## config.mk

```make
export PLATFORM = sky130hd
export DESIGN_NAME = sar_search
export DESIGN_NICKNAME = d
export VERILOG_FILES = /design/src/rtl/sar_search.sv
export SDC_FILE = /design/constraint.sdc
export NUM_CORES = 1
export LEC_CHECK = 0
export ABC_AREA = 1
export ABC_CLOCK_PERIOD_IN_PS = 1500
export BUFFER_PORTS_ARGS = -buffer_cell sky130_fd_sc_hd__buf_2
export CAP_MARGIN = 20
export CORE_MARGIN = 2
export CORE_UTILIZATION = 51
export CTS_CLUSTER_SIZE = 40
export DETAILED_ROUTE_END_ITERATION = 8
export PLACE_DENSITY_LB_ADDON = 0.25
export SETUP_SLACK_MARGIN = 0.05
export SLEW_MARGIN = 10
export SYNTH_ARGS = -nofsm -noshare
export SYNTH_HDL_FRONTEND = slang
export SYNTH_SLANG_ARGS = --single-unit
```

## constraint.sdc

```tcl
create_clock -name clk -period 1.5 [get_ports clk]
set_input_delay 0.15 -clock clk [delete_from_list [all_inputs] [get_ports clk]]
set_output_delay 0.15 -clock clk [all_outputs]
set_load 0.005 [all_outputs]
```

## src/rtl/sar_search.sv

```systemverilog
// Successive-approximation search controller driving an external comparator.
// Optional early completion on equality: define SAR_SEARCH_EARLY_EXIT_EN.
module sar_search #(
    parameter int WIDTH = 4
) (
    input  logic             clk,
    input  logic             rst,
    input  logic             start,
    input  logic             gr,
    input  logic             eq,
    output logic [WIDTH-1:0] trial,
    output logic             busy,
    output logic             done,
    output logic             err,
    output logic [WIDTH-1:0] result
);

    localparam int KW = $clog2(WIDTH);
    localparam logic [KW-1:0] K_TOP = KW'(WIDTH - 1);
    localparam logic [WIDTH-1:0] MSB_ONLY = {1'b1, {(WIDTH-1){1'b0}}};

    typedef enum logic [1:0] {
        S_IDLE,
        S_TRIAL,
        S_VERIFY
    } state_t;

    state_t           r_state;
    logic [WIDTH-1:0] r_trial;
    logic [KW-1:0]    r_k;
    logic             r_busy;
    logic             r_done;
    logic             r_err;
    logic [WIDTH-1:0] r_result;

    state_t           w_state_nx;
    logic [WIDTH-1:0] w_trial_nx;
    logic [KW-1:0]    w_k_nx;
    logic             w_busy_nx;
    logic             w_done_nx;
    logic             w_err_nx;
    logic [WIDTH-1:0] w_result_nx;
    logic             w_keep;
    logic [KW-1:0]    w_k_dn;

    // An illegal gr&eq combination simply counts as a keep
    assign w_keep = gr | eq;
    assign w_k_dn = r_k - KW'(1);

    always_comb begin
        w_state_nx  = r_state;
        w_trial_nx  = r_trial;
        w_k_nx      = r_k;
        w_busy_nx   = r_busy;
        w_done_nx   = 1'b0;
        w_err_nx    = r_err;
        w_result_nx = r_result;
        unique case (r_state)
            S_IDLE: begin
                if (start) begin
                    w_trial_nx = MSB_ONLY;
                    w_k_nx     = K_TOP;
                    w_err_nx   = 1'b0;
                    w_busy_nx  = 1'b1;
                    w_state_nx = S_TRIAL;
                end
            end
            S_TRIAL: begin
`ifdef SAR_SEARCH_EARLY_EXIT_EN
                if (eq) begin
                    w_result_nx = r_trial;
                    w_err_nx    = 1'b0;
                    w_done_nx   = 1'b1;
                    w_busy_nx   = 1'b0;
                    w_state_nx  = S_IDLE;
                end else
`endif
                begin
                    w_trial_nx[r_k] = w_keep;
                    if (r_k != '0) begin
                        w_trial_nx[w_k_dn] = 1'b1;
                        w_k_nx             = w_k_dn;
                    end else begin
                        w_state_nx = S_VERIFY;
                    end
                end
            end
            S_VERIFY: begin
                w_result_nx = r_trial;
                w_err_nx    = ~eq;
                w_done_nx   = 1'b1;
                w_busy_nx   = 1'b0;
                w_state_nx  = S_IDLE;
            end
            default: begin
                w_state_nx = S_IDLE;
                w_busy_nx  = 1'b0;
            end
        endcase
    end

    always_ff @(posedge clk or posedge rst) begin
        if (rst) begin
            r_state  <= S_IDLE;
            r_trial  <= '0;
            r_k      <= K_TOP;
            r_busy   <= 1'b0;
            r_done   <= 1'b0;
            r_err    <= 1'b0;
            r_result <= '0;
        end else begin
            r_state  <= w_state_nx;
            r_trial  <= w_trial_nx;
            r_k      <= w_k_nx;
            r_busy   <= w_busy_nx;
            r_done   <= w_done_nx;
            r_err    <= w_err_nx;
            r_result <= w_result_nx;
        end
    end

    assign trial  = r_trial;
    assign busy   = r_busy;
    assign done   = r_done;
    assign err    = r_err;
    assign result = r_result;

endmodule

```

Word-level counts from Yosys, hierarchy flattened
Index checks and enable logic that the tools add are counted.

Input port bits: 5. Logic and storage cells: 51. Register bits after elaboration: 15. Output and inout bits: 11.

Eq/ne operators: 5. Multiplexer cells: 19. Bitwise operators: 4. Reduce and logical (&&, ||, !) cells: 11. Magnitude comparators: 4. $add $sub $neg: 1.

Operator list (count): $mux 2 (4); $mux 4 (2); $pmux 2 s2 (2); $pmux 4 s2 (1); $reduce_and 2->1 (4); $lt 2x3->1 const B (2); $ne 2x2->1 const B (3); $reduce_bool 2->1 (3); $mux 1 (5); $bwmux 4 (1); $demux 1 s2 (2); $ge 2x1->1 const B (2); $or 4x4->4 (1); $pmux 1 s2 (2); $reduce_and 3->1 (1); $eq 2x1->1 const B (1); $eq 2x2->1 const B (1); $logic_and 1x1->1 (2); $logic_not 2->1 (1); $not 1->1 (2); $sub 2x1->2 const B (1); $or 1x1->1 (1).

Logic depth before layout (Yosys ltp)
Gate-level depths: netlist of run 1.

Depth in word-level cells: 8. Depth in mapped cells: 8. Gate-level depth less buffers: 8.

Worst setup path after synthesis of run 1
OpenSTA, ideal clock, no wires.

Path type: reg-to-reg. Start: reg r_k[0]. End: reg r_trial[0], in the netlist trial[0]. Clock period less this slack: 1285 ps. Slack: 215 ps. Stages on the path, launching flop included: 9. Arrival: 1169 ps. Path through: dfstp_2 inv_1 ha_1 nor2_1 nor2_1 nand2_1 nand2_1 nand2_1 nand2_1.

Longest elaborated chain between the ends: 8.

RTL lines: start, declared (line 30) `logic [KW-1:0] r_k;`; start signal, assigned (line 114) `r_k <= w_k_nx;`; $sub 2x1->2, or another cell as far along (line 48) `assign w_k_dn = r_k - KW'(1);`; $lt 2x3->1 (implied by the code), or another cell as far along (line 81) `w_trial_nx[w_k_dn] = 1'b1;`; $logic_and 1x1->1 (implied by the code) or $mux 1 (tied branches) (line 81, 79); $mux 1 (implied by the code) or $demux 1 s2 (tied branches) (line 81, 79); $demux 1 s2 or $bwmux 4 (tied branches) (line 81, 79); $or 4x4->4 (no line); $mux 4 (*) (line 80) `if (r_k != '0) begin`; $pmux 4 s2 (*) (line 58) `unique case (r_state)`; end signal, assigned (line 113) `r_trial <= w_trial_nx;`; end, declared (line 29) `logic [WIDTH-1:0] r_trial;`.

Mark *: on every way between the ends. The rest lies on a longest branch, timed or not. A chain may end at the register's enable or synchronous reset.

Final worst setup path of run 1
Same ends and word-level chain as after synthesis.

==> run_results.csv, run 1 <==
group,metric,value,unit
status,status,"finished clean",
synth,async_flop_share,100,%
clocking,clock_latency,0.28,ns
sta,max_clock_freq,763,MHz
placed_design,gp_congestion,0.810,
global_route,grt_pass1_wl,2280,microns
clocking,clock_sinks,15,
sta,fin_crit_sh,87.4,%
die,dieArea,0.00183,sq mm
critical_path,cp_cell_sequence,"inv_1 > ha_1 > nor2_1 > nor2_1 > nand2_1 > nand2_1 > nand2_1 > nand2_1",
synth,synth-main-ff-cell,"dfrtp_1",
drt,routed_wl,1310,microns
sta,tns,0,ns
die,placementRows,13,
placed_design,port_buffers,15,
die,io_pins,16,
synth,yosys.area.top_type,"dfrtp_1",
run,cap_viol_max_count,0,
sta,report.final.setup_viol,0,
synth,yosysWarnings,0,
global_route,grtUsageTotal,16.4,%
synth,synth_area_leaders,"dfrtp_1, nand2_1, ha_1",
critical_path,cp_slowest_stage_delay,0.53,ns
synth,syn_nets,102,
critical_path,path_common_cell,"nand2_1",
drt,drt-initial-drc-count,15,
final_layout,nets,126,
clocking,root_buffer,"clkbuf_4",
power_and_ir_drop,p_leak,0.529,nW
final_layout,nFillCells,110,
sta,min_period,1.31,ns
clocking,clk_path_buf_depth,2,
critical_path,critical_path_arrival,1.49,ns
synth,ys_ff_latch,15,
final_layout,synthToLayoutAreaGrowth,19.9,%
drt,drc_errors,0,
synth,syn-cell-area,767,sq um
final_layout,design_area,920,sq um
critical_path,critPathMaxFanout,5,
final_layout,n_antenna_cell,0,
sta,slew-limit-headroom,64.1,%
drt,routedWlPerCell,10.1,microns
synth,synth_most_common_cell,"nand2_1",
power_and_ir_drop,power.total,1.92,mW
critical_path,worst-path-buf-inv,1,
synth,postSynthCellCount,91,
critical_path,critPathSlowestCell,"dfstp_2",
global_route,grt-ovfl-total,0,
drt,num_vias,607,
global_route,grt_pass1_vias,543,
synth,ys_seq_area_share,49.3,%
critical_path,worstPathRequired,1.68,ns
sta,hold-worst-slack,0.0800,ns
clocking,path_clk_slew,0.08,ns
sta,maxSlewViolCount,0,
sta,final_hold_viol_count,0,
synth,synth-edff-count,0,
die,die-height,42.8,microns
die,design.core.area,0.00135,sq mm
sta,rsz0062_at_grt,"false",
die,die_x,42.8,microns
placed_design,dp_hpwl,1020,microns
critical_path,crit_path_start_kind,"flip-flop",
power_and_ir_drop,power_density,2090,mW/mm^2
synth,synth_area_per_cell,8.43,sq um
sta,worstMarginPinSlew,0.537,ns
critical_path,path_class,"reg -> reg",
power_and_ir_drop,ir_drop,1410,uV
placed_design,dp_cells,122,
placed_design,placed_area,868,sq um
clocking,h-tree-depth,1,
critical_path,endpoint_kind,"flip-flop",
sta,fin_skew,0.00134,ns
global_route,antenna_found_initial,0,
die,start_util,56.8,%
drt,vias_per_cell,4.71,
global_route,grt_max_degree,16,
synth,yosysTopAreaCellShare,42.4,%
synth,synth_cell_types,16,
drt,postRouteAntennaNets,0,
final_layout,layout-drive-gt1-share,27.2,%
final_layout,fin_cells,129,
synth,synthTopCellsByCount,"nand2_1, dfrtp_1, inv_1, nor2_1",
critical_path,critPathTopFamily,"flip-flops",
drt,firstDrtPassIters,4,
clocking,cts_tree,"built",
clocking,cts_buffers,3,
hold_path,min_path_type,"in -> reg",
timing repair:
item | CTS | global route
hold buffers | 1 | 0
setup buffers | 0 | 2
hold endpoints to repair | 13 | 0
gates resized for setup | 0 | 1
endpoints found under the setup margin | 0 | 2
state kept, by name, summed over array words and instances (netlist names):
register	count
result	4
trial	4
r_k	2
r_state	2
busy	1
done	1
err	1
layer usage:
metal / up-vias / wire length, microns / share of wire [%] / GRT usage (%)
li1: 323 / - / - / -
met1: 267 / 643 / 49 / 21.3
met2: 13 / 597 / 46 / 26.4
met3: 4 / 41 / 3.1 / 2.55
met4: 0 / 25 / 1.9 / 7.50
met5: - / 0 / 0 / 0
power breakdown:
group / switching, mW / internal, mW / total [mW] / leakage, nW
clock network: 0.121 / 0.103 / 0.224 / 0.0150
registers: 0.117 / 0.606 / 0.722 / 0.180
logic: 0.567 / 0.411 / 0.978 / 0.334
total: 0.804 / 1.12 / 1.92 / 0.529
stage by stage:
step	utilization, %	worst slack (ns)
after floorplan	-	0.215
after global placement	64.3	0.193
after detailed placement	64.3	0.153
after CTS	67.0	0.135
after global routing	68.1	0.0563
final	68.1	0.189
cell families (layout without fill, tap and decap cells):
family / after synthesis / count (layout) / synth area share [%]
adder cells (fa/ha/maj): 6 / 6 / 9.79
AND/OR/NAND/NOR: 48 / 48 / 27.6
AO/OA/AOI/OAI: 9 / 9 / 6.69
buffers and inverters: 13 / 36 / 6.69
flip-flops: 15 / 15 / 49.3
layout by cell type (no fill, tap or decap), types with 2 or more instances in the layout:
master and instances:
buf_2 15, buf_4 3, clkbuf_4 3, dfrtp_1 13, dfstp_2 2, ha_1 6
inv_1 10, inv_2 2, nand2_1 31, nand2_4 3, nand3_1 3, nor2_1 9
o21ai_0 6
worst reg2reg max path: stages, from the launching register on:
cell	delay [ns]
dfstp_2	0.53
inv_1	0.09
ha_1	0.25
nor2_1	0.11
nor2_1	0.05
nand2_1	0.05
nand2_1	0.05
nand2_1	0.05
nand2_1	0.04
path summary, 6_finish.rpt:
| check | cells after the start | slack (ns) | startpoint | endpoint |
|---|---|---|---|---|
| min | 2 | 0.08 | eq | err |
| min reg2reg | 2 | 0.48 | result[1] | result[1] |
| max | 8 | 0.19 | r_k[0] | trial[0] |
| min in group asynchronous | 3 | 0.46 | rst | result[3] |
| max reg2reg | 8 | 0.19 | r_k[0] | trial[0] |
| max in group asynchronous | 3 | 0.68 | rst | r_k[0] |
layout make-up:
type	count	area, sq um	area share (%)
clock buffers	4	26.3	2.86
inverters	13	51.3	5.58
multi-input cells	63	338	36.7
flip-flops and latches	15	378	41.1
well taps	15	18.8	2.04
repair buffers	19	108	11.7
Note: power is estimated with default switching activity, not from simulation.
==> run 2: changes to the inputs <==
--- a/config.mk
+++ b/config.mk
@@ -10,10 +10,10 @@
 export BUFFER_PORTS_ARGS = -buffer_cell sky130_fd_sc_hd__buf_2
 export CAP_MARGIN = 20
 export CORE_MARGIN = 2
-export CORE_UTILIZATION = 51
+export CORE_UTILIZATION = 50
 export CTS_CLUSTER_SIZE = 40
 export DETAILED_ROUTE_END_ITERATION = 8
-export PLACE_DENSITY_LB_ADDON = 0.25
+export PLACE_DENSITY = 0.74
 export SETUP_SLACK_MARGIN = 0.05
 export SLEW_MARGIN = 10
 export SYNTH_ARGS = -nofsm -noshare
==> run_results.csv, run 2 (synthesis results as in run 1) <==
group,metric,value,unit
final_layout,layout_commonest_cell,"nand2_1",
global_route,grt-ovfl-total,0,
final_layout,layout-drive-gt1-share,28.4,%
sta,final_hold_viol_count,0,
global_route,antenna_found_initial,0,
clocking,clk_path_buf_depth,2,
run,cap_viol_max_count,0,
global_route,grt_pass1_vias,607,
sta,maxSlewViolCount,0,
clocking,clock_latency,0.28,ns
drt,firstDrtPassIters,4,
die,die_x,43.2,microns
placed_design,gp_congestion,0.870,
power_and_ir_drop,ir_drop,955,uV
drt,num_vias,636,
final_layout,multiInputGateArea,338,sq um
clocking,root_buffer,"clkbuf_4",
hold_path,min_path_type,"in -> reg",
drt,drt-initial-drc-count,14,
drt,drc_errors,0,
critical_path,path_class,"reg -> reg",
global_route,grt_max_degree,16,
power_and_ir_drop,power_density,2110,mW/mm^2
critical_path,critical_path_arrival,1.53,ns
final_layout,final-seq-area,378,sq um
critical_path,worstPathRequired,1.72,ns
die,start_util,52.1,%
placed_design,dp_hpwl,1060,microns
drt,vias_per_cell,4.82,
placed_design,dp_cells,123,
global_route,grtUsageTotal,18.7,%
global_route,grt_pass1_wl,2510,microns
power_and_ir_drop,p_leak,0.541,nW
placed_design,port_buffers,15,
sta,fin_skew,0.00276,ns
drt,routedWlPerCell,10.6,microns
sta,tns,0,ns
die,die-height,43.2,microns
sta,rsz0062_at_grt,"false",
critical_path,endpoint_kind,"flip-flop",
final_layout,nets,128,
final_layout,nFillCells,139,
final_layout,final_cell_mix,"nand2_1, buf_2, dfrtp_1",
sta,report.final.setup_viol,0,
sta,fin_crit_sh,87.5,%
die,placementRows,14,
sta,max_clock_freq,761,MHz
final_layout,synthToLayoutAreaGrowth,22.2,%
drt,postRouteAntennaNets,0,
critical_path,crit_path_start_kind,"flip-flop",
status,status,"finished clean",
die,dieArea,0.00186,sq mm
sta,min_period,1.31,ns
final_layout,fin_cells,132,
drt,routed_wl,1400,microns
clocking,cts_buffers,3,
die,io_pins,16,
sta,slew-limit-headroom,62.9,%
final_layout,n_antenna_cell,0,
clocking,h-tree-depth,1,
clocking,clock_sinks,15,
clocking,cts_tree,"built",
die,design.core.area,0.00147,sq mm
sta,worstMarginPinSlew,0.556,ns
clocking,path_clk_slew,0.09,ns
critical_path,critPathMaxFanout,5,
[run 2: final timing paths]
kind                                 from   endpoint  slack (ns)  cells after the start
min in group asynchronous             rst       busy        0.45                      3
worst max-delay path               r_k[0]     r_k[1]        0.19                      7
worst max register to register     r_k[0]     r_k[1]        0.19                      7
max in group asynchronous             rst     r_k[0]        0.68                      3
worst min register to register  result[1]  result[1]        0.48                      2
worst min-delay path                   eq        err        0.06                      2
[run 2: per-stage QoR]
step           util, %  power, mW  instance area (sq um)  setup WS (ns)  hold slack (ns)
6_report          63.7       1.98                    937          0.187           0.0611
5_1_grt           63.7       2.19                    937         0.0656           0.0773
4_1_cts           61.6       1.92                    907          0.122           0.0583
3_5_place_dp      59.1       1.68                    870          0.149            0.229
3_3_place_gp      59.1       1.64                    870          0.200            0.217
2_1_floorplan        -       1.39                    767          0.215           0.0500
[run 2: layer usage]
| metal | global-route usage [%] | vias to the layer above | wire, microns |
|---|---|---|---|
| li1 | - | 328 | - |
| met1 | 22.8 | 288 | 637 |
| met2 | 30.1 | 15 | 677 |
| met3 | 2.55 | 5 | 46 |
| met4 | 12.7 | 0 | 43 |
| met5 | 0 | - | 0 |
[run 2: critical path, stage by stage, from the launching register on]
cell,delay [ns]
dfstp_2,0.54
inv_1,0.09
ha_1,0.24
inv_1,0.12
nand2_4,0.07
nand2_4,0.07
nand2_1,0.06
o21ai_1,0.08
[run 2: timing repair]
action	CTS	global route
resized for setup	0	0
setup buffers	0	4
endpoints found under the hold margin	13	0
hold buffers	1	0
setup endpoints to repair	0	4
[run 2: power breakdown]
group          switching (mW)  internal (mW)  leakage, nW
clock                   0.132         0.0991       0.0177
sequential              0.117          0.606        0.180
combinational           0.580          0.442        0.344
total                   0.830           1.15        0.541
[run 2: cell type report]
cell class	count	area share, %
Inverter	13	5.47
Tap cell	16	2.14
Multi-Input combinational cell	63	36.0
Timing Repair Buffer	21	13.1
Clock inverter	1	0.534
Clock buffer	3	2.40
Sequential cell	15	40.3
==> run 3: changes to the inputs <==
--- a/config.mk
+++ b/config.mk
@@ -5,7 +5,6 @@
 export SDC_FILE = /design/constraint.sdc
 export NUM_CORES = 1
 export LEC_CHECK = 0
-export ABC_AREA = 1
 export ABC_CLOCK_PERIOD_IN_PS = 1500
 export BUFFER_PORTS_ARGS = -buffer_cell sky130_fd_sc_hd__buf_2
 export CAP_MARGIN = 20
==> run_results.csv, run 3 <==
group,metric,value,unit
global_route,antenna_found_initial,0,
critical_path,critPathSlowestCell,"dfstp_2",
synth,ys_seq_area_share,48.1,%
synth,yosys.area_share.xor_xnor,0,%
critical_path,path_class,"reg -> reg",
die,io_pins,16,
synth,synth_top_family_by_area,"compound AO/OA/AOI/OAI gates",
die,placementRows,14,
sta,maxSlewViolCount,0,
final_layout,fin_cells,114,
global_route,grt_pass1_wl,2470,microns
power_and_ir_drop,power_density,1990,mW/mm^2
synth,async_flop_share,100,%
placed_design,port_buffers,15,
final_layout,nets,110,
global_route,grtUsageTotal,17.6,%
critical_path,endpoint_kind,"flip-flop",
die,die-height,43.6,microns
sta,fin_crit_sh,95.7,%
drt,drc_errors,0,
die,start_util,52.8,%
final_layout,layout-drive-gt1-share,42.9,%
synth,synth-edff-count,0,
placed_design,gp_congestion,0.836,
drt,postRouteAntennaNets,0,
clocking,clock_latency,0.28,ns
synth,synth_compound_area_share,13.4,%
global_route,grt_max_degree,16,
critical_path,crit_path_start_kind,"flip-flop",
power_and_ir_drop,p_leak,0.521,nW
placed_design,dp_hpwl,1100,microns
hold_path,min_path_type,"in -> reg",
synth,yosysTopAreaCellShare,41.4,%
critical_path,worstPathRequired,1.71,ns
power_and_ir_drop,ir_drop,1090,uV
global_route,grt_pass1_vias,575,
sta,fin_skew,0.00640,ns
final_layout,design_area,0.00101,sq mm
sta,worstMarginPinSlew,0.567,ns
clocking,path_clk_slew,0.09,ns
drt,vias_per_cell,5.21,
final_layout,fin_util,68.0,%
final_layout,synthToLayoutAreaGrowth,28.8,%
power_and_ir_drop,power.total,2.02,mW
sta,max_clock_freq,696,MHz
drt,firstDrtPassIters,4,
placed_design,placed_area,921,sq um
critical_path,worst-path-buf-inv,1,
critical_path,critPathTopFamily,"flip-flops",
final_layout,layout_commonest_cell,"buf_2",
synth,synth_area_per_cell,11.2,sq um
synth,syn-cell-area,786,sq um
final_layout,n_antenna_cell,0,
drt,drt-initial-drc-count,11,
drt,routed_wl,1510,microns
synth,syn_nets,81,
sta,report.final.setup_viol,0,
critical_path,critical_path_arrival,1.65,ns
status,status,"finished clean",
sta,final_hold_viol_count,0,
sta,rsz0062_at_grt,"true",
final_layout,final_cell_mix,"buf_2, dfrtp_1, buf_4",
synth,yosysWarnings,0,
clocking,clk_path_buf_depth,2,
critical_path,critPathMaxFanout,4,
synth,synthAdderAreaFrac,9.55,%
synth,synth_cell_types,28,
clocking,h-tree-depth,1,
critical_path,cp_cell_sequence,"inv_4 > ha_4 > nand2b_4 > a21oi_4 > mux2_4",
die,dieArea,0.00190,sq mm
run,cap_viol_max_count,0,
synth,synthMuxAreaShare,11.1,%
clocking,root_buffer,"clkbuf_4",
synth,synth_area_leaders,"dfrtp_1, ha_1, dfstp_2",
synth,synth_most_common_cell,"dfrtp_1",
clocking,clock_sinks,15,
synth,ys_ff_latch,15,
die,design.core.area,0.00149,sq mm
drt,num_vias,594,
global_route,grt-ovfl-total,0,
synth,postSynthCellCount,70,
die,die_x,43.6,microns
synth,yosys.area_share.simple,12.4,%
placed_design,dp_cells,103,
synth,synth-main-ff-cell,"dfrtp_1",
sta,min_period,1.44,ns
sta,slew-limit-headroom,62.1,%
synth,yosys.area.top_type,"dfrtp_1",
clocking,cts_buffers,3,
critical_path,cp_slowest_stage_delay,0.57,ns
clocking,cts_tree,"built",
synth,synthTopCellsByCount,"dfrtp_1, inv_1, ha_1, o21ai_0, nand2_1",
sta,tns,0,ns
drt,routedWlPerCell,13.2,microns
run 3: cell count changes after synthesis, sizes merged, moves of 3 or more:
cell and change:
a21oi +3, inv -6, mux2 +5, nand2 -31, nand2b +4, nand3 -3, nor2 -8
run 3: worst paths after layout:
kind / start / to / slack [ns] / cells after the start
max: r_k[0] / r_k[1] / 0.06 / 5
min: eq / err / 0.07 / 2
max reg2reg: r_k[0] / r_k[1] / 0.06 / 5
min reg2reg: result[3] / result[3] / 0.48 / 2
max in group asynchronous: rst / r_k[1] / 0.66 / 3
min in group asynchronous: rst / trial[2] / 0.46 / 3
run 3: cell families (layout without fill, tap and decap cells):
kind of cell,after synthesis,after routing
AO/OA/AOI/OAI,17,17
buffers and inverters,9,37
adder cells (fa/ha/maj),6,6
AND/OR/NAND/NOR,16,16
multiplexers,7,7
flip-flops,15,15
run 3: per-stage QoR:
| step | setup WS, ns | hold WS (ns) |
|---|---|---|
| finish | 0.0638 | 0.0740 |
| global route | 0.0332 | 0.0859 |
| floorplan | 0.0418 | 0.0500 |
| detailed placement | 0.0554 | 0.232 |
| global placement | 0.0767 | 0.228 |
| CTS | 0.0527 | 0.0667 |
run 3: what timing repair did:
item | 4_1_cts | 5_1_grt
setup endpoints to repair | 1 | 1
pin swaps | 0 | 2
hold endpoints to repair | 13 | 0
gates resized for setup | 1 | 1
hold buffers | 1 | 0
buffers inserted | 0 | 6
gates cloned | 0 | 0
run 3: area by class of cell:
type                       count  area, sq um
tap                           16         20.0
inverter                       7         31.3
timing repair buffer          26          160
fill                         121          477
clock buffer                   4         26.3
sequential                    15          378
multi-input combinational     46          397
run 3: power breakdown:
group	internal [mW]	switching, mW	leakage (nW)	total [mW]
logic	0.597	0.451	0.330	1.05
clock network	0.103	0.127	0.0150	0.230
registers	0.590	0.150	0.177	0.740
total	1.29	0.728	0.521	2.02
run 3: metal layers:
| layer | part of all wire, % | track usage (%) | vias to the layer above |
|---|---|---|---|
| met3 | 4.2 | 3.75 | 2 |
| met5 | 0 | 0 | - |
| met2 | 53 | 31.8 | 15 |
| met4 | 0.66 | 5.45 | 0 |
| li1 | - | - | 295 |
| met1 | 42 | 20.5 | 282 |
